==> src/rtl/regwq_pkg.sv <==
// Shared constants and the default-width entry layout for the register write-back queue.
// Instances with other widths build the same {addr, data} layout from their own parameters.
package regwq_pkg;

    localparam int REGWQ_DEFAULT_N     = 16;
    localparam int REGWQ_DEFAULT_R     = 4;
    localparam int REGWQ_DEFAULT_DEPTH = 4;

    typedef struct packed {
        logic [REGWQ_DEFAULT_R-1:0] addr;
        logic [REGWQ_DEFAULT_N-1:0] data;
    } regwq_entry_t;

    // Pointer width for a power-of-two depth, never narrower than one bit.
    function automatic int regwq_ptr_w(input int depth);
        return (depth > 1) ? $clog2(depth) : 1;
    endfunction

endpackage

==> src/rtl/regwq_fwd.sv <==
// Youngest-match search over the queue contents ordered oldest (index 0) to youngest.
// Register 0 never forwards.
module regwq_fwd
    import regwq_pkg::*;
#(
    parameter int n     = REGWQ_DEFAULT_N,
    parameter int r     = REGWQ_DEFAULT_R,
    parameter int DEPTH = REGWQ_DEFAULT_DEPTH
) (
    input  logic [r-1:0]            ra_i,
    input  logic [DEPTH-1:0][r-1:0] addr_i,
    input  logic [DEPTH-1:0][n-1:0] data_i,
    input  logic [DEPTH-1:0]        vld_i,
    output logic                    hit_o,
    output logic [n-1:0]            data_o
);

    // Later (younger) matches overwrite earlier ones.
    always_comb begin
        hit_o  = 1'b0;
        data_o = '0;
        if (ra_i != '0) begin
            for (int k = 0; k < DEPTH; k++) begin
                if (vld_i[k] && (addr_i[k] == ra_i)) begin
                    hit_o  = 1'b1;
                    data_o = data_i[k];
                end
            end
        end
    end

endmodule

==> src/rtl/regwrite_queue.sv <==
// Write-back queue between ALU/load results and a single register-file write port,
// with pending-write forwarding for two read ports.
module regwrite_queue
    import regwq_pkg::*;
#(
    parameter int n     = REGWQ_DEFAULT_N,
    parameter int r     = REGWQ_DEFAULT_R,
    parameter int DEPTH = REGWQ_DEFAULT_DEPTH
) (
    input  logic                       clk,
    input  logic                       rst,
    input  logic                       alu_valid,
    input  logic [r-1:0]               alu_addr,
    input  logic [n-1:0]               alu_data,
    input  logic                       mem_valid,
    input  logic [r-1:0]               mem_addr,
    input  logic [n-1:0]               mem_data,
    output logic                       enq_ready,
    output logic                       we3,
    output logic [r-1:0]               wa3,
    output logic [n-1:0]               wd3,
    input  logic [r-1:0]               ra1,
    input  logic [r-1:0]               ra2,
    output logic                       fwd1_hit,
    output logic [n-1:0]               fwd1_data,
    output logic                       fwd2_hit,
    output logic [n-1:0]               fwd2_data,
    output logic [$clog2(DEPTH+1)-1:0] count,
    output logic                       empty
);

    localparam int PW = regwq_ptr_w(DEPTH);
    localparam int CW = $clog2(DEPTH + 1);

    typedef struct packed {
        logic [r-1:0] addr;
        logic [n-1:0] data;
    } entry_t;

    entry_t        mem_q [DEPTH];
    logic [PW-1:0] rd_ptr_q, rd_ptr_d;
    logic [PW-1:0] wr_ptr_q, wr_ptr_d;
    logic [PW-1:0] wr_ptr_alu;
    logic [CW-1:0] count_q, count_d;
    logic          push_mem, push_alu, pop;
    entry_t        head;

    // Two free slots are demanded so a dual push can never overflow.
    assign enq_ready  = (count_q <= CW'(DEPTH - 2));
    assign push_mem   = mem_valid && enq_ready && (mem_addr != '0);
    assign push_alu   = alu_valid && enq_ready && (alu_addr != '0);
    assign pop        = (count_q != '0);
    assign wr_ptr_alu = wr_ptr_q + PW'(push_mem);

    always_comb begin
        wr_ptr_d = wr_ptr_q + PW'(push_mem) + PW'(push_alu);
        rd_ptr_d = rd_ptr_q + PW'(pop);
        count_d  = count_q + CW'(push_mem) + CW'(push_alu) - CW'(pop);
    end

    always_ff @(posedge clk or posedge rst) begin
        if (rst) begin
            rd_ptr_q <= '0;
            wr_ptr_q <= '0;
            count_q  <= '0;
        end else begin
            rd_ptr_q <= rd_ptr_d;
            wr_ptr_q <= wr_ptr_d;
            count_q  <= count_d;
        end
    end

    // Load result takes the older slot when both producers push together.
    always_ff @(posedge clk) begin
        if (push_mem) mem_q[wr_ptr_q]   <= '{addr: mem_addr, data: mem_data};
        if (push_alu) mem_q[wr_ptr_alu] <= '{addr: alu_addr, data: alu_data};
    end

    assign head  = mem_q[rd_ptr_q];
    assign we3   = pop;
    assign wa3   = pop ? head.addr : '0;
    assign wd3   = pop ? head.data : '0;
    assign count = count_q;
    assign empty = (count_q == '0);

    logic [DEPTH-1:0][r-1:0] ord_addr;
    logic [DEPTH-1:0][n-1:0] ord_data;
    logic [DEPTH-1:0]        ord_vld;

    genvar gi;
    generate
        for (gi = 0; gi < DEPTH; gi++) begin : g_ord
            logic [PW-1:0] idx;
            assign idx          = rd_ptr_q + PW'(gi);
            assign ord_addr[gi] = mem_q[idx].addr;
            assign ord_data[gi] = mem_q[idx].data;
            assign ord_vld[gi]  = (CW'(gi) < count_q);
        end
    endgenerate

    logic [1:0][r-1:0] ra_all;
    logic [1:0]        hit_all;
    logic [1:0][n-1:0] fdata_all;

    assign ra_all = {ra2, ra1};

    generate
        for (gi = 0; gi < 2; gi++) begin : g_fwd
            regwq_fwd #(
                .n     (n),
                .r     (r),
                .DEPTH (DEPTH)
            ) u_fwd (
                .ra_i   (ra_all[gi]),
                .addr_i (ord_addr),
                .data_i (ord_data),
                .vld_i  (ord_vld),
                .hit_o  (hit_all[gi]),
                .data_o (fdata_all[gi])
            );
        end
    endgenerate

    assign fwd1_hit  = hit_all[0];
    assign fwd1_data = fdata_all[0];
    assign fwd2_hit  = hit_all[1];
    assign fwd2_data = fdata_all[1];

endmodule

==> config.mk <==
export PLATFORM = sky130hd
export DESIGN_NAME = regwrite_queue
export DESIGN_NICKNAME = d
export VERILOG_FILES = /design/src/rtl/regwq_pkg.sv /design/src/rtl/regwq_fwd.sv /design/src/rtl/regwrite_queue.sv
export SDC_FILE = /design/constraint.sdc
export NUM_CORES = 1
export LEC_CHECK = 0
export CAP_MARGIN = 5
export CORE_AREA = 4 4 128 130
export CTS_BUF_LIST = sky130_fd_sc_hd__clkbuf_16
export CTS_CLUSTER_DIAMETER = 50
export DETAILED_ROUTE_END_ITERATION = 12
export DIE_AREA = 0 0 132 134
export GPL_TIMING_DRIVEN = 0
export MAX_ROUTING_LAYER = met4
export PLACE_DENSITY = 0.75
export SLEW_MARGIN = 20
export SYNTH_ARGS = -nofsm -noshare
export SYNTH_HDL_FRONTEND = slang
export SYNTH_SLANG_ARGS = --single-unit
export TNS_END_PERCENT = 100
==> constraint.sdc <==
create_clock -name clk -period 3.49 [get_ports clk]
set_input_delay 1.047 -clock clk [delete_from_list [all_inputs] [get_ports clk]]
set_output_delay 1.047 -clock clk [all_outputs]
set_load 0.005 [all_outputs]
== Word level (Yosys, flattened, before mapping) ==
Memories as Yosys holds them, arrays and structs flattened.
Index checks and enable logic that the tools add are counted.
Word-level totals
  bits in writable memories: 80
  output and inout bits: 60
  register bits: 7
  bits of input ports: 52
  logic and storage cells: 70
  memories: 1
Operators by class
  equal/unequal tests: 8
  reductions and logical operators: 18
  order comparisons: 5
  multiplexer cells: 26
  $add $sub $neg: 9
Memory list
  mem_q: depth 4, bits a word 20, read ports 4, clocked after memory_dff 0, wr ports 2, RTL line regwrite_queue.sv:40  | entry_t mem_q [DEPTH];
Operators with widths (number)
  $mux W16: 11
  $eq A4 B4 Y1: 8
  $reduce_bool A4 Y1: 4
  $mux W1: 14
  $logic_and A1 B1 Y1: 12
  $add A2 B1 Y2: 3
  $add A3 B1 Y3: 2
  $lt A1 B3 Y1 const A: 2
  $lt A2 B3 Y1 const A: 2
  $add A2 B2 Y2 const B: 2
  $mux W4: 1
  $le A3 B2 Y1 const B: 1
  $logic_not A3 Y1: 1
  $reduce_bool A3 Y1: 1
  $sub A3 B1 Y3: 1
  $add A2 B1 Y2 const B: 1

== Longest topological paths before layout ==
Gate-level depths: netlist (run 1).
An unclocked memory read counts as a cell.
  word-level depth: 8
  depth in mapped cells: 12

== Hierarchy ==
Synthesis (run 1) repeated with hierarchy kept, for this count alone.
Second synthesis, totals
  cell total of the unflattened synthesis: 660
  area, all modules: 8070.2 sq um
By module, submodules not included
  regwrite_queue: cells each 366, instances 1, area an instance 6113.4 sq um
  regwq_fwd: cells each 147, instances 2, area an instance 978.4 sq um

== Worst setup path after synthesis (run 1) ==
No wires, ideal clock.
  path type: input port to flip-flop
  start point: input port mem_addr[0]
  end point: memory mem_q[1][0] in the netlist's numbering, enable pin
  cell stages on the path: 8
  library setup time: 0.425 ns
  data arrival time: 3.241 ns
  setup slack: -0.175 ns
  required time: 3.065 ns
  cell sequence: or4_1 -> nand3_1 -> inv_1 -> ha_1 -> xnor2_1 -> nand3_1 -> buf_2 -> o21ai_0
RTL lines
  start: declaration: RTL line regwrite_queue.sv:16  | input logic [r-1:0] mem_addr,
  end: declaration: RTL line regwrite_queue.sv:40

== Worst setup path after layout (run 1) ==
  start point: register rd_ptr_q[0]
  end point: output port fwd1_data[9]
Between the ends
  cells in the longest elaborated chain, start to end: 8
RTL lines
  start: declaration: RTL line regwrite_queue.sv:41  | logic [PW-1:0] rd_ptr_q, rd_ptr_d;
  start signal: assignment: RTL line regwrite_queue.sv:67  | rd_ptr_q <= rd_ptr_d;
  $add A2 B1 Y2 / $mem_v2 Z4 W20 (equally long branches)
  $mem_v2 Z4 W20 (*)
  $eq A4 B4 Y1 / $logic_and A1 B1 Y1 (equally long branches): RTL line regwq_fwd.sv:24  | if (vld_i[k] && (addr_i[k] == ra_i)) begin
  $logic_and A1 B1 Y1 / $mux W16 (equally long branches): RTL line regwq_fwd.sv:24
  $mux W16 (2 in series): RTL line regwq_fwd.sv:24
  $mux W16 (*): RTL line regwq_fwd.sv:24
  $mux W16 (*): RTL line regwq_fwd.sv:22  | if (ra_i != '0) begin
  end: declaration: RTL line regwrite_queue.sv:25  | output logic [n-1:0] fwd1_data,
Every way passes the cells marked *; elsewhere a longest branch is shown, timed or not.

==> results.toml, run 1 <==
[setup_path]
required_ns = 2.44
r2r-start = "count[2]"
r2r_slack_ns = 0.58
timing.rr.end = "mem_q[0][6]"
cp_max_fo = 7
cp-startpoint = "rd_ptr_q[0]"
rr_worst_depth = 12
critPathCaptureType = "output port"
cp.arrival_ns = 2.93
start_kind = "flip-flop"
crit_type = "reg -> out"

[synth]
synth_area_per_cell_um2 = 10.35
synth_top_cell_area_share = 0.3216
syn_area_mm2 = 0.007471
ys_ff_latch = 87
synth_ff_type = "edfxtp_1"
synth.distinct_cells = 51
synth_warnings = 0
yosysSeqAreaShare = 0.3450
synth_fp_nets = 782
synth-edff-count = 80
async_flop_share = 0.08046
syn_inst = 722
yosysTopAreaCell = "edfxtp_1"
synthTopCellsByArea = "edfxtp_1 (32%), mux2_2 (18%), mux2i_1 (13%), o21ai_0 (4.2%), mux4_2 (3.0%)"

[clock_network]
htree_levels = 3
clockBufferDepth = 2
clkLatencyLatePin_ns = 0.34
cts_tree = "yes"
cts_buffers = 9
cts-root-buf = "clkbuf_16"
cts_hold_buf = 0
cts.sinks = 87
clk_pin_slew_ns = 0.06

[run_status]
status = "finished, violations left"
violations = "setup timing"

[final_layout]
n_antenna_cell = 0
drive_above_1_share = 0.4441
multi_input_area_mm2 = 0.005205
most-common-layout-cells = "mux2_2 (113), edfxtp_1 (80), mux2i_1 (68)"
final_common_cell = "mux2_2"
area_growth_pct = 37.58
fin_nets = 949
nFillCells = 1064
regArea_mm2 = 0.002579

[drt]
drc_errors = 0
viasPerCell = 6.263
postRouteAntennaNets = 0
drt_iter0_markers = 1020
drt_pass1_iterations = 5
wl_per_cell_um = 23.52
vias = 6777
drt-total-wl_mm = 25.45

[pwr]
p_leak_uw = 0.004197
vdd_drop_max_mv = 0.4132
finalPower_uw = 10510
p_per_area_mw_per_mm2 = 1023

[die]
die_y_um = 134
die_w_um = 132
rows = 45
io_pins = 112
initial_core_util = 0.4933
core_mm2 = 0.01515
dieArea_mm2 = 0.01769

[grt]
grt_overflow = 0
antenna_found_initial = 0
first_global_vias = 6561
track_usage = 0.2750
grt_pass1_wl_mm = 37.36
grt_max_degree = 21

[timing]
hold_viol = 0
post-route-period-util = 1.138
fin_ws_ns = -0.4821
drv_slew = 0
fmax_ghz = 0.2518
rsz0062_at_grt = "yes"
finClkSkew_ns = 0.004918
period_minus_slack_ns = 3.972
setup_viol = 34
relSlewSlack = 0.3879
worstMarginPinSlew_ns = 0.9097

[hold_path]
holdCritStartpoint = "rd_ptr_q[0]"
hold_path.class = "reg -> reg"
hold_path_depth = 2
hold_end = "rd_ptr_q[0]"

[placement]
place_ws_ns = -0.8098
place.gp.congestion = 0.9297
port_buffers = 103
hpwl_mm = 16.78

[flow_run]
cap_violations = 0
## final cells by class
cell class	count	area share
buffer	61	0.05453
clock buffer	9	0.02191
clock inverter	7	0.01096
inverter	12	0.004626
multi-input combinational	568	0.5064
sequential	87	0.2509
tap	188	0.02289
timing repair buffer	150	0.1278
## cell usage after synthesis (3+ instances only)
master,count
nand3_1,10
nand2_1,45
nor3b_1,3
a21oi_1,18
clkbuf_1,19
nor2_1,53
buf_2,21
xnor2_1,22
dfrtp_1,7
buf_1,5
o21bai_1,3
mux4_2,10
buf_4,9
buf_6,5
mux2_2,117
o21ai_1,15
nand2b_1,5
a31oi_1,28
inv_1,11
o221ai_1,3
nor3_1,8
edfxtp_1,80
mux2i_1,99
mux2_4,3
ha_1,6
xor2_1,18
or4_1,4
o21ai_0,63
## layer usage
layer | track usage | routed length (µm) | part of all wire | vias to the layer above
li1 | - | - | - | 3037
met1 | 0.3755 | 10840 | 0.43 | 3246
met2 | 0.4219 | 11890 | 0.47 | 430
met3 | 0.03826 | 2004 | 0.079 | 64
met4 | 0.09802 | 722 | 0.028 | 0
met5 | - | 0 | 0 | -
## critical path: stages (launching register included)
cell and delay (ns):
dfrtp_1 0.42, buf_6 0.16, mux4_2 0.55, xor2_2 0.17, nor4_2 0.29, buf_4 0.19
nand2_4 0.08, buf_6 0.16, buf_6 0.12, o21ai_2 0.09, a31oi_1 0.04, nor2_1 0.16
buf_2 0.15
## registers in the layout, indices dropped and copies added, names as in the netlist
name and flops:
mem_q 80, count 3, wr_ptr_q 2, rd_ptr_q 2
## repair_timing
| action | CTS | global route |
|---|---|---|
| endpoints found under the setup margin | 149 | 206 |
| gates resized for setup | 309 | 96 |
| setup buffers | 28 | 12 |
| pin swaps | 38 | 44 |
| cloned | 8 | 5 |
## cells by family (layout without fill, tap and decap cells)
family                   Yosys count  count (layout)  synth area share
AO/OA/AOI/OAI                    141             147            0.1062
XOR/XNOR                          40              40           0.04689
adder cells (fa/ha/maj)            8               8           0.01541
buffers and inverters             73             239           0.05342
flip-flops                        87              87            0.3450
multiplexers                     230             230            0.3470
AND/OR/NAND/NOR                  143             143           0.08608
## worst max path at each step
stage                               to  slack (ns)  depth (start not counted)
final                     fwd1_data[9]       -0.48                         12
after global placement     mem_q[3][6]       -1.11                          9
after floorplan            mem_q[3][0]       0.004                          8
after CTS                 fwd1_data[5]       -0.36                         12
after global routing      fwd2_data[5]       -0.59                         13
after detailed placement  fwd1_data[9]       -0.81                          9
## where the power goes
| part | internal [µW] | switching, µW | leakage, µW |
|---|---|---|---|
| clock network | 694 | 381 | 0.000160 |
| registers | 1600 | 317 | 0.000812 |
| logic | 3560 | 3960 | 0.00322 |
| total | 5850 | 4660 | 0.00420 |
## metrics by stage
step | instances | instance area (µm²) | setup TNS [ns] | hold WS (ns) | util
6_report | 1082 | 10280 | -12.26 | 0.6999 | 0.6786
5_1_grt | 1082 | 10280 | -15.68 | 0.7276 | 0.6786
4_1_cts | 1065 | 9894 | -10.33 | 0.5810 | 0.6533
3_5_place_dp | 1013 | 8775 | -93.16 | 0.5089 | 0.5793
3_3_place_gp | 1013 | 8748 | -119.04 | 0.4770 | 0.5776
2_1_floorplan | 722 | 7482 | 0 | 0.4672 | -
Note: power is estimated with default switching activity, not from simulation.
==> inputs of run 2 (changes only) <==
Settings changed: CORE_AREA 4 4 128 130 to 4 4 133 135, DIE_AREA 0 0 132 134 to 0 0 137 139, PLACE_DENSITY 0.75 to 0.74, SYNTH_HIERARCHICAL set to 1.
==> run 2 against run 1 <==
Against the previous run:
- the flow still finishes with violations (setup timing)
- register-to-register slack lost 0.41 ns
- non-clock buffer count grew 14
- synthesized cell count shrank 8.6%
- wire length grew 12%
- synthesized area grew 8.0%
- clock skew grew 0.0070 ns
- combinational power grew 18%
- critical path depth grew 1
- critical path type unchanged
- cell count shrank 2.0%
==> results.toml, run 2 <==
[synth]
yosysMostFrequentCell = "edfxtp_1"
synthTopCellsByCount = "edfxtp_1 (80), mux4_2 (72), mux2_2 (58)"
syn_inst = 660
yosysSeqAreaShare = 0.3194
synthTopCellsByArea = "edfxtp_1 (30%), mux4_2 (20%), mux2_2 (8.1%), mux2_4 (4.8%), o32ai_1 (3.5%)"
yosysTopAreaCell = "edfxtp_1"
synth_warnings = 6
synth_fp_nets = 720
synth_ff_type = "edfxtp_1"
synth_top_cell_area_share = 0.2977
ys_ff_latch = 87
synth_area_per_cell_um2 = 12.23
synth.distinct_cells = 49
syn_area_mm2 = 0.008070
synth-edff-count = 80
async_flop_share = 0.08046

[clock_network]
cts_buffers = 9
cts-root-buf = "clkbuf_16"
cts_tree = "yes"
clockBufferDepth = 2
cts_hold_buf = 0
htree_levels = 3
clk_pin_slew_ns = 0.07
clkLatencyLatePin_ns = 0.34
cts.sinks = 87

[pwr]
finalPower_uw = 11690
combPwrFrac = 0.760
internal_power_uw = 6376
p_switching_uw = 5317
vdd_drop_max_mv = 0.7511
swShare = 0.4548
p_per_area_mw_per_mm2 = 1045
seqPwrFrac = 0.166
pwr-share-clk = 0.073
p_leak_uw = 0.004326

[grt]
first_global_vias = 6985
grt_pass1_wl_mm = 42.28
grt_overflow = 0
grt_max_degree = 21
antenna_found_initial = 0
track_usage = 0.2984

[hold_path]
hold_path.class = "reg -> reg"
hold_path_depth = 1

[die]
dieArea_mm2 = 0.01904
initial_core_util = 0.4901
core_mm2 = 0.01647
rows = 47
die_w_um = 137
io_pins = 112
die_y_um = 139

[final_layout]
most-common-layout-cells = "edfxtp_1 (80), mux4_2 (72), mux2_2 (58)"
drive_above_1_share = 0.5310
final_common_cell = "edfxtp_1"
final_util = 0.6799
area_growth_pct = 38.71
regMostFlops = "mem_q"
n_antenna_cell = 0
fin_area_mm2 = 0.01119
fin_nets = 895
largest_reg_flops = 80

[placement]
hpwl_mm = 20.45
port_buffers = 105
dpl_cell_area_mm2 = 0.009550
place_ws_ns = -1.523
place.gp.congestion = 0.9010

[drt]
wl_per_cell_um = 26.81
drt-total-wl_mm = 28.42
postRouteAntennaNets = 0
drt_iter0_markers = 926
viasPerCell = 6.649
drc_errors = 0
vias = 7048
drt_pass1_iterations = 6

[timing]
finClkSkew_ns = 0.01192
fin_ws_ns = -0.9128
relSlewSlack = 0.4354
period_minus_slack_ns = 4.403
rsz0062_at_grt = "yes"
hold_ws_ns = 0.6089
worstMarginPinSlew_ns = 0.8399
hold_viol = 0
setup_viol = 34
post-route-period-util = 1.262
fmax_ghz = 0.2271
drv_slew = 0

[setup_path]
cp.arrival_ns = 3.36
crit_type = "reg -> out"
critPathCaptureType = "output port"
rr_worst_depth = 12
start_kind = "flip-flop"
cp_max_fo = 5
required_ns = 2.44

[run_status]
violations = "setup timing"
status = "finished, violations left"

[flow_run]
cap_violations = 0
run 2: per-stage QoR:
stage | TNS, ns | std cells
floorplan | -4.566 | 660
global route | -29.13 | 1060
CTS | -28.02 | 1036
detailed placement | -122.60 | 985
global placement | -133.25 | 985
finish | -27.15 | 1060
run 2: path summary, 6_finish.rpt:
path / start / slack [ns] / endpoint
max: rd_ptr_q[0] / -0.91 / fwd2_data[11]
min: rd_ptr_q[0] / 0.61 / rd_ptr_q[0]
max reg2reg: count[2] / 0.17 / mem_q[0][14]
min reg2reg: rd_ptr_q[0] / 0.61 / rd_ptr_q[0]
max in group asynchronous: rst / 2.24 / rd_ptr_q[0]
min in group asynchronous: rst / 0.98 / rd_ptr_q[1]
run 2: kinds of logic (layout without fill, tap and decap cells):
| logic type | Yosys count | in the layout | share of synthesized area |
|---|---|---|---|
| adder cells (fa/ha/maj) | 8 | 8 | 0.01426 |
| XOR/XNOR | 24 | 24 | 0.02837 |
| buffers and inverters | 116 | 293 | 0.07132 |
| AND/OR/NAND/NOR | 137 | 140 | 0.09411 |
| flip-flops | 87 | 87 | 0.3194 |
| multiplexers | 160 | 160 | 0.3352 |
| AO/OA/AOI/OAI | 128 | 128 | 0.1374 |
run 2: repair_timing:
action                                  CTS  global route
endpoints found under the setup margin  170           148
gates cloned                              6             3
gates resized for setup                 239           106
setup buffers                            30            22
pin swaps                                34            40
run 2: critical path, cell delays in order, from the launching register on:
cell,delay [ns]
dfrtp_2,0.46
buf_12,0.15
buf_12,0.12
buf_12,0.12
mux4_2,0.35
buf_6,0.15
nor2b_4,0.11
a221o_2,0.31
or3_4,0.38
buf_8,0.15
buf_8,0.14
a311oi_2,0.26
o32ai_2,0.14
buf_2,0.18
run 2: area by class of cell:
type,instances,area (µm²)
multi-input cells,460,5749
fillers,1186,5271
flip-flops and latches,87,2579
repair buffers,163,1519
plain buffers,62,606.8
well taps,220,275.3
clock buffers,9,225.2
inverters,52,198.9
clock inverters,7,41.29
run 2: power groups by stage:
| stage | Sequential (µW) | Combinational (µW) | Clock [µW] |
|---|---|---|---|
| finish | 1940 | 8890 | 857 |
| global placement | 1860 | 7110 | 0 |
| CTS | 1890 | 8010 | 865 |
| floorplan | 1760 | 4670 | 0 |
| global route | 1970 | 9350 | 910 |
| detailed placement | 1910 | 7250 | 0 |
run 2: layer usage:
layer,share of wire,global-route usage,vias up
met3,0.076,0.03193,61
li1,-,-,3015
met2,0.49,0.4609,423
met1,0.41,0.4239,3549
met4,0.023,0.07668,0
met5,0,-,-
